File: src/rtl/mips_mem_pkg.sv
// Shared types and constants for the MEM-stage data-memory access path.
// Contents: load/store opcodes, FSM state enum, access-size encoding,
// the bus error fill word, decoded-op and bus-request payload structs,
// and the opcode decoder helper.
package mips_mem_pkg;

    localparam int unsigned XLEN = 32;
    localparam int unsigned BE_W = 4;

    localparam logic [5:0] OP_LB  = 6'h20;
    localparam logic [5:0] OP_LH  = 6'h21;
    localparam logic [5:0] OP_LW  = 6'h23;
    localparam logic [5:0] OP_LBU = 6'h24;
    localparam logic [5:0] OP_LHU = 6'h25;
    localparam logic [5:0] OP_SB  = 6'h28;
    localparam logic [5:0] OP_SH  = 6'h29;
    localparam logic [5:0] OP_SW  = 6'h2B;

    localparam logic [XLEN-1:0] DEAD_WORD = 32'hDEADBEEF;

    typedef enum logic [1:0] {ST_IDLE, ST_BUSY, ST_DONE} state_e;
    typedef enum logic [1:0] {SZ_B, SZ_H, SZ_W} size_e;

    typedef struct packed {
        logic  is_mem;
        logic  is_load;
        size_e size;
    } mem_dec_t;

    typedef struct packed {
        logic            valid;
        logic            we;
        logic [XLEN-1:0] addr;
        logic [BE_W-1:0] be;
        logic [XLEN-1:0] wdata;
    } bus_req_t;

    // Opcode -> memory-op class and access size; anything else is a no-op.
    function automatic mem_dec_t decode_op(input logic [5:0] op);
        mem_dec_t d;
        d.is_mem  = 1'b1;
        d.is_load = 1'b1;
        d.size    = SZ_W;
        case (op)
            OP_LB, OP_LBU: d.size = SZ_B;
            OP_LH, OP_LHU: d.size = SZ_H;
            OP_LW:         d.size = SZ_W;
            OP_SB: begin d.is_load = 1'b0; d.size = SZ_B; end
            OP_SH: begin d.is_load = 1'b0; d.size = SZ_H; end
            OP_SW: begin d.is_load = 1'b0; d.size = SZ_W; end
            default: begin d.is_mem = 1'b0; d.is_load = 1'b0; end
        endcase
        return d;
    endfunction

endpackage

File: src/rtl/mem_lane_gen.sv
// Little-endian byte-lane generator for data-memory stores.
// Ports: size_i (access size), off_i (addr[1:0]), wd_i (store data),
//        be_o (byte enables), wdata_o (lane-replicated data),
//        misalign_o (offset illegal for the size).
module mem_lane_gen
    import mips_mem_pkg::*;
(
    input  size_e           size_i,
    input  logic [1:0]      off_i,
    input  logic [XLEN-1:0] wd_i,
    output logic [BE_W-1:0] be_o,
    output logic [XLEN-1:0] wdata_o,
    output logic            misalign_o
);

    always_comb begin
        be_o       = 4'b1111;
        wdata_o    = wd_i;
        misalign_o = 1'b0;
        case (size_i)
            SZ_B: begin
                be_o    = 4'b0001 << off_i;
                wdata_o = {4{wd_i[7:0]}};
            end
            SZ_H: begin
                be_o       = 4'b0011 << off_i;
                wdata_o    = {2{wd_i[15:0]}};
                misalign_o = off_i[0];
            end
            SZ_W:    misalign_o = |off_i;
            default: misalign_o = 1'b0;
        endcase
    end

endmodule

File: src/rtl/mem_access_ctrl.sv
// MEM-stage data-memory access controller: decodes the MEM-stage load/store,
// runs the req/ack bus handshake while stalling the pipeline, and presents
// the raw read word plus byte offset to MEM/WB.
// Ports: clk, rst (async, active-high); instrM/ALUOutM/WriteDataM from MEM;
//        stallM, ReadDataM, MemAddrM, misalignM, mem_err to the pipeline;
//        bus_req/bus_we/bus_addr/bus_be/bus_wdata/bus_rdata/bus_ack to memory.
// Optional: define MEM_TIMEOUT_EN to abort a BUSY access after TIMEOUT cycles
// without ack (pulses mem_err, returns DEAD_WORD).
module mem_access_ctrl
    import mips_mem_pkg::*;
#(
    parameter int unsigned TIMEOUT = 16
) (
    input  logic            clk,
    input  logic            rst,
    input  logic [XLEN-1:0] instrM,
    input  logic [XLEN-1:0] ALUOutM,
    input  logic [XLEN-1:0] WriteDataM,
    output logic            stallM,
    output logic [XLEN-1:0] ReadDataM,
    output logic [1:0]      MemAddrM,
    output logic            misalignM,
    output logic            mem_err,
    output logic            bus_req,
    output logic            bus_we,
    output logic [XLEN-1:0] bus_addr,
    output logic [BE_W-1:0] bus_be,
    output logic [XLEN-1:0] bus_wdata,
    input  logic [XLEN-1:0] bus_rdata,
    input  logic            bus_ack
);

    mem_dec_t        dec;
    logic [BE_W-1:0] lane_be;
    logic [XLEN-1:0] lane_wdata;
    logic            lane_mis;
    logic            go_c;
    logic            stall_c;
    state_e          state_q, state_d;
    bus_req_t        req_q, req_d;
    logic [XLEN-1:0] rdata_q, rdata_d;
    logic            unused_instr;

    assign dec          = decode_op(instrM[31:26]);
    assign unused_instr = ^instrM[25:0];

    mem_lane_gen u_lane (
        .size_i     (dec.size),
        .off_i      (ALUOutM[1:0]),
        .wd_i       (WriteDataM),
        .be_o       (lane_be),
        .wdata_o    (lane_wdata),
        .misalign_o (lane_mis)
    );

    assign MemAddrM  = ALUOutM[1:0];
    assign misalignM = dec.is_mem & lane_mis;
    assign go_c      = dec.is_mem & ~lane_mis;

`ifdef MEM_TIMEOUT_EN
    localparam int unsigned CNT_W = $clog2(TIMEOUT + 1);

    logic [CNT_W-1:0] cnt_q, cnt_d;
    logic             err_q, err_d;
    logic             expire_c;

    // Last BUSY cycle allowed before the access is abandoned.
    assign expire_c = (cnt_q == CNT_W'(TIMEOUT - 1));
    assign mem_err  = err_q;

    always_ff @(posedge clk or posedge rst) begin
        if (rst) begin
            cnt_q <= '0;
            err_q <= 1'b0;
        end else begin
            cnt_q <= cnt_d;
            err_q <= err_d;
        end
    end
`else
    logic unused_timeout;

    assign unused_timeout = ^32'(TIMEOUT);
    assign mem_err        = 1'b0;
`endif

    // Stall is combinational in IDLE so the op is held the cycle it appears.
    assign stallM    = stall_c & ~rst;
    assign ReadDataM = rdata_q;
    assign bus_req   = req_q.valid;
    assign bus_we    = req_q.we;
    assign bus_addr  = req_q.addr;
    assign bus_be    = req_q.be;
    assign bus_wdata = req_q.wdata;

    always_ff @(posedge clk or posedge rst) begin
        if (rst) begin
            state_q <= ST_IDLE;
            req_q   <= '0;
            rdata_q <= '0;
        end else begin
            state_q <= state_d;
            req_q   <= req_d;
            rdata_q <= rdata_d;
        end
    end

    // Next state, bus request payload and read-word capture.
    always_comb begin
        state_d = state_q;
        req_d   = req_q;
        rdata_d = rdata_q;
        stall_c = 1'b0;
`ifdef MEM_TIMEOUT_EN
        cnt_d   = cnt_q;
        err_d   = 1'b0;
`endif
        case (state_q)
            ST_IDLE: begin
                rdata_d = '0;
`ifdef MEM_TIMEOUT_EN
                cnt_d   = '0;
`endif
                if (go_c) begin
                    stall_c     = 1'b1;
                    state_d     = ST_BUSY;
                    req_d.valid = 1'b1;
                    req_d.we    = ~dec.is_load;
                    req_d.addr  = {ALUOutM[31:2], 2'b00};
                    req_d.be    = dec.is_load ? 4'b1111 : lane_be;
                    req_d.wdata = dec.is_load ? '0 : lane_wdata;
                end
            end
            ST_BUSY: begin
                stall_c = 1'b1;
                if (bus_ack) begin
                    state_d = ST_DONE;
                    req_d   = '0;
                    rdata_d = req_q.we ? '0 : bus_rdata;
                end
`ifdef MEM_TIMEOUT_EN
                else if (expire_c) begin
                    state_d = ST_DONE;
                    req_d   = '0;
                    rdata_d = DEAD_WORD;
                    err_d   = 1'b1;
                end else begin
                    cnt_d = cnt_q + CNT_W'(1);
                end
`endif
            end
            ST_DONE: begin
                state_d = ST_IDLE;
                rdata_d = '0;
            end
            default: state_d = ST_IDLE;
        endcase
    end

endmodule

File: config.mk
export PLATFORM = sky130hd
export DESIGN_NAME = mem_access_ctrl
export DESIGN_NICKNAME = d
export VERILOG_FILES = /design/src/rtl/mips_mem_pkg.sv /design/src/rtl/mem_lane_gen.sv /design/src/rtl/mem_access_ctrl.sv
export SDC_FILE = /design/constraint.sdc
export NUM_CORES = 1
export LEC_CHECK = 0
export ABC_CLOCK_PERIOD_IN_PS = 4500
export BUFFER_PORTS_ARGS = -buffer_cell sky130_fd_sc_hd__buf_2
export CORE_MARGIN = 2
export CORE_UTILIZATION = 44
export DETAILED_ROUTE_END_ITERATION = 10
export MAX_ROUTING_LAYER = met4
export PLACE_DENSITY = 0.85
export SYNTH_ARGS = -nofsm -noshare
export SYNTH_HDL_FRONTEND = slang
export SYNTH_SLANG_ARGS = --single-unit
File: constraint.sdc
create_clock -name clk -period 4.5 [get_ports clk]
set_input_delay 0.675 -clock clk [delete_from_list [all_inputs] [get_ports clk]]
set_output_delay 0.675 -clock clk [all_outputs]
set_load 0.03 [all_outputs]
Yosys cells after proc, flatten, opt, wreduce, memory -nomap -nowiden --
Index checks and enable logic that the tools add are counted.
Word-level totals: flip-flop bits (word level) 104
Operators by class: eq/ne operators 14, shift operators 2, multiplexer cells 19, bitwise operators 6, reduce and logical (&&, ||, !) cells 13
Operators by type and width (count):
- $mux W70 | 2
- $pmux W70 S2 | 1
- $pmux W32 S2 | 2
- $mux W32 | 3
- $eq A6 B6 Y1 const B | 8
- $pmux W2 S2 | 2
- $pmux W4 S2 | 1
- $reduce_or A8 Y1 | 1
- $reduce_or A3 Y1 | 2
- $reduce_or A5 Y1 | 1
- $eq A2 B1 Y1 const B | 2
- $eq A2 B2 Y1 const B | 2
- $logic_not A2 Y1 | 2
- $mux W2 | 2
- $mux W4 | 1
- $ne A2 B2 Y1 const B | 2
- $pmux W1 S2 | 2
- $reduce_and A2 Y1 | 2
- $reduce_bool A2 Y1 | 2
- $reduce_or A2 Y1 | 2
- $shl A1 B2 Y4 const A | 1
- $shl A2 B2 Y4 const A | 1
- $and A1 B1 Y1 | 3
- $mux W1 | 3
- other kinds (2) | 4

Longest topological paths before layout --
word-level depth 10, depth in mapped cells 7

Cells and area by module --
A second synthesis with hierarchy kept.
Second synthesis, totals: cells, all modules 492, area, all modules 4947.2 µm²
Modules (own cells, without submodules):
- mem_access_ctrl | instances 1, cells an instance 401, area an instance 4179.0 µm², sequential area each 2552.4 µm²
- mem_lane_gen | instances 1, cells an instance 91, area an instance 768.2 µm², sequential area each 0.0 µm²

Least setup slack after synthesis --
No wires, ideal clock.
kind input to output, start point input port instrM[28], end point output port stallM, data arrival time 1.926 ns, data required time 3.825 ns, slack 1.899 ns, stages 5, path buffers 1, cells stage by stage buf_2 > a21oi_1 > o21a_1 > a21oi_1 > nor3_1
Between the ends: word-level cells in the longest chain between the ends 10, elaborated cells between the ends (all ways) 21, those cells by class eq/ne (10); mux (5); bitwise (3); reduce/logical (3)
RTL lines:
- start, declared | line mem_access_ctrl.sv:16 | input logic [XLEN-1:0] instrM,
- $eq A6 B6 Y1 | line mips_mem_pkg.sv:44 | case (op)
- $reduce_or A3 Y1 (no source line)
- $pmux W2 S2 | line mips_mem_pkg.sv:44
- $eq A2 B2 Y1 or $eq A2 B1 Y1 (tied branches) | line mem_lane_gen.sv:20 | case (size_i)
- $pmux W1 S2 | line mem_lane_gen.sv:20
- $not A1 Y1 | line mem_access_ctrl.sv:58 | assign go_c = dec.is_mem & ~lane_mis;
- $and A1 B1 Y1 * | line mem_access_ctrl.sv:58
- $mux W1 * | line mem_access_ctrl.sv:124 | if (go_c) begin
- $pmux W1 S2 * | line mem_access_ctrl.sv:118 | case (state_q)
- $and A1 B1 Y1 * | line mem_access_ctrl.sv:88 | assign stallM = stall_c & ~rst;
- end, declared | line mem_access_ctrl.sv:19 | output logic stallM,
Mark *: on every way between the ends. The rest lies on a longest branch, timed or not.

Worst setup path after layout --
start point register state_q[1], end point register rdata_q[30], in the netlist ReadDataM[30]
Between the ends: word-level cells in the longest chain between the ends 4, elaborated cells between the ends (all ways) 8, those cells by class eq/ne (3); mux (1); reduce/logical (4)
RTL lines:
- start, declared | line mem_access_ctrl.sv:39 | state_e state_q, state_d;
- start signal, assigned | line mem_access_ctrl.sv:102 | state_q <= state_d;
- $eq A2 B2 Y1 or $logic_not A2 Y1 (tied branches) | line mem_access_ctrl.sv:118
- $reduce_or A2 Y1 (no source line)
- $reduce_bool A2 Y1 (no source line)
- $reduce_and A2 Y1 (no source line)
- end signal, assigned | line mem_access_ctrl.sv:104 | rdata_q <= rdata_d;
- end, declared | line mem_access_ctrl.sv:41 | logic [XLEN-1:0] rdata_q, rdata_d;
Several ways; a longest one is shown, not always the timed one. A chain may end at the register's enable or synchronous reset.

==> metrics <==
status=completed; clk_lat worst skew=0.37 ns; EDFF count, synth=0; Power Density=460 nW/um^2; CTS tree=built; placement-stage cell area=approximately 5400 um^2; Static Leak=3.05 nW; Num CTS Buffers=9; Placement Setup Slack=1.82 ns; Vias=about 3600; vias in the first global route=about 3400; pin count of the biggest net entering global routing=71; final setup fails=0; first drt pass iteration count=5; DR iter-0 viols=140; total wire length=11300 um; Area growth syn-to-layout=30.4%; flops & latches, synth=102; # Post-CTS Setup Buffers=0; top-level I/O count=238; Final period util=59.1%; Pint=roughly 1.6 mW; layout cell share with drive strength beyond 1=45.3%; grt ovf=0; chip width=a little over 100 um; Post-route DRC=0; Setup TNS=0 ns; DR WL/cell=16.9 um; clock power share=22.9%; RSZ-0062 raised after global routing=false; Rows=36; footprint of the multi-input gates=1580 um^2; Mean Syn Cell Area=12.7 um^2; post-synthesis async set-or-reset flop share=between 90% and 100%; Setup CP Type=reg -> reg; Critical Path Start Type=flop; CTS max path bufs=2; Ys Warns=0; slack of the critical path=1.84 ns; clock-pin slew on the worst setup and hold paths=0.10 ns; Core Region=9640 um^2; Nets=662; Critical Path Sink Type=flop; Worst Path Arrival=2.95 ns; top cells by area, synth=dfrtp_1 (59%), a22o_1 (15%), mux2i_1 (4.0%); flop-to-flop setup slack=1.84 ns; Post-CTS Resized=0; Routed Antenna Nets=0; IO buf count=208; first-pass GRT wire length=~17000 um; Post-synth top cells=dfrtp_1 (102), a22o_1 (72), mux2i_1 (17); root buffer cell=clkbuf_8; Critical Path RT=approximately 4.8 ns; count of final hold-check violations=0; cell taking the most area after synthesis=dfrtp_1; hold_ws=0.477 ns; Sequential cell area=2550 um^2; Mapped Area=4300 um^2; initial antenna violation count=1; Tmin final=2.66 ns; fin. max-slew vios=0; die area=10600 um^2; CTS Hold Bufs=0; Max Cap Viol=0; Post-Syn Instances=338; GP Congestion=0.874; switching share of total power=36.4%; # fillers=841; count leader, synth=dfrtp_1; sequential fraction of the synthesis area=59.3%; Setup Skew=0.0137 ns; final core occ=roughly 58%; Combinational Power Share=32.0%; Initial Utilization=44.6%; Total Routing Usage GR=a little over a fifth; Seq pwr share=45.1%; HPWL Detailed=8500 um; worst hold path class=in -> async; R2R depth=4; Fmax achieved=0.376 GHz; die height=103 um; Crit Path Max Fanout=32; post-synth cell types=38; number of H-tree levels=3; final instance area=~5600 um^2; max_slew headroom=around 18%; CTS Sinks=102; switching pwr=roughly 0.94 mW; peak supply drop=between 0.2 and 0.25 mV; top cell type's share of synthesized area=59.3%; worst slew pin tran=1.22 ns; most common flop cell mapped by yosys=dfrtp_1; DR vias/cell=5.38
-- stage by stage --
step	power (mW)	instances
after detailed placement	2.01	653
after global placement	1.98	653
final	2.58	671
after CTS	2.60	669
after floorplan	1.72	340
after global routing	2.71	670
-- area by class of cell --
class                      count  area share [%]
antenna                        2          0.0892
tap                          133            2.97
clock inverter                 5            1.03
clock buffer                  11            2.70
inverter                       3           0.245
multi-input combinational    202            28.2
timing repair buffer         213            19.2
sequential                   102            45.5
-- logic make-up after synthesis --
family | share of synthesized area (%)
flops | 59.3
simple gates | 5.96
mux | 6.31
other cells | 0.0872
buf+inv | 4.25
compound gates | 24.1
-- cells in the final DEF, fill, tap and decap left out, drive strengths merged, types with 2 or more instances in the layout --
master	instances
mux2i	17
a21oi	13
o21a	2
buf	213
nor2	7
nor3b	2
nand3	8
nor2b	4
a21o	4
clkbuf	11
nor3	9
o2bb2ai	15
dfrtp	102
a22o	72
mux2	9
and2	2
conb	3
clkinvlp	3
nand2b	3
nor4	2
inv	3
diode	2
a211oi	8
o21ai	8
nand2	6
-- path summary, 6_finish.rpt --
| kind | from | end |
|---|---|---|
| setup / recovery | state_q[1] | ReadDataM[30] |
| hold / removal | rst | ReadDataM[14] |
| setup reg to reg | state_q[1] | ReadDataM[30] |
| hold reg to reg | bus_wdata[27] | bus_wdata[27] |
| max in group asynchronous | rst | ReadDataM[28] |
| min in group clk | bus_wdata[27] | bus_wdata[27] |
-- worst max-delay path, stage by stage, from the launching register on --
cell,delay (ns)
dfrtp_1,0.41
nor2b_1,0.60
nand2_1,0.30
nor2_2,0.98
a22o_1,0.29
-- power by group through the flow --
stage / clock network [mW] / logic, mW / registers (mW)
after floorplan: 0 / 0.219 / 1.50
after global placement: 0 / 0.815 / 1.17
after detailed placement: 0 / 0.829 / 1.18
after CTS: 0.608 / 0.831 / 1.16
after global routing: 0.649 / 0.875 / 1.18
final: 0.592 / 0.824 / 1.16
-- state kept, by name, summed over array words and instances, names as in the netlist --
name	cells
bus_be	4
bus_addr	30
bus_we	1
ReadDataM	32
state_q	2
bus_req	1
bus_wdata	32
-- metal layers --
| layer | wire length [um] | global-route usage (%) |
|---|---|---|
| met1 | 4740 | 27.1 |
| met2 | 5380 | 32.4 |
| met3 | 831 | 4.07 |
| met4 | 364 | 12.3 |
| met5 | 0 | - |
No activity file was read; power rests on OpenSTA's default activity.
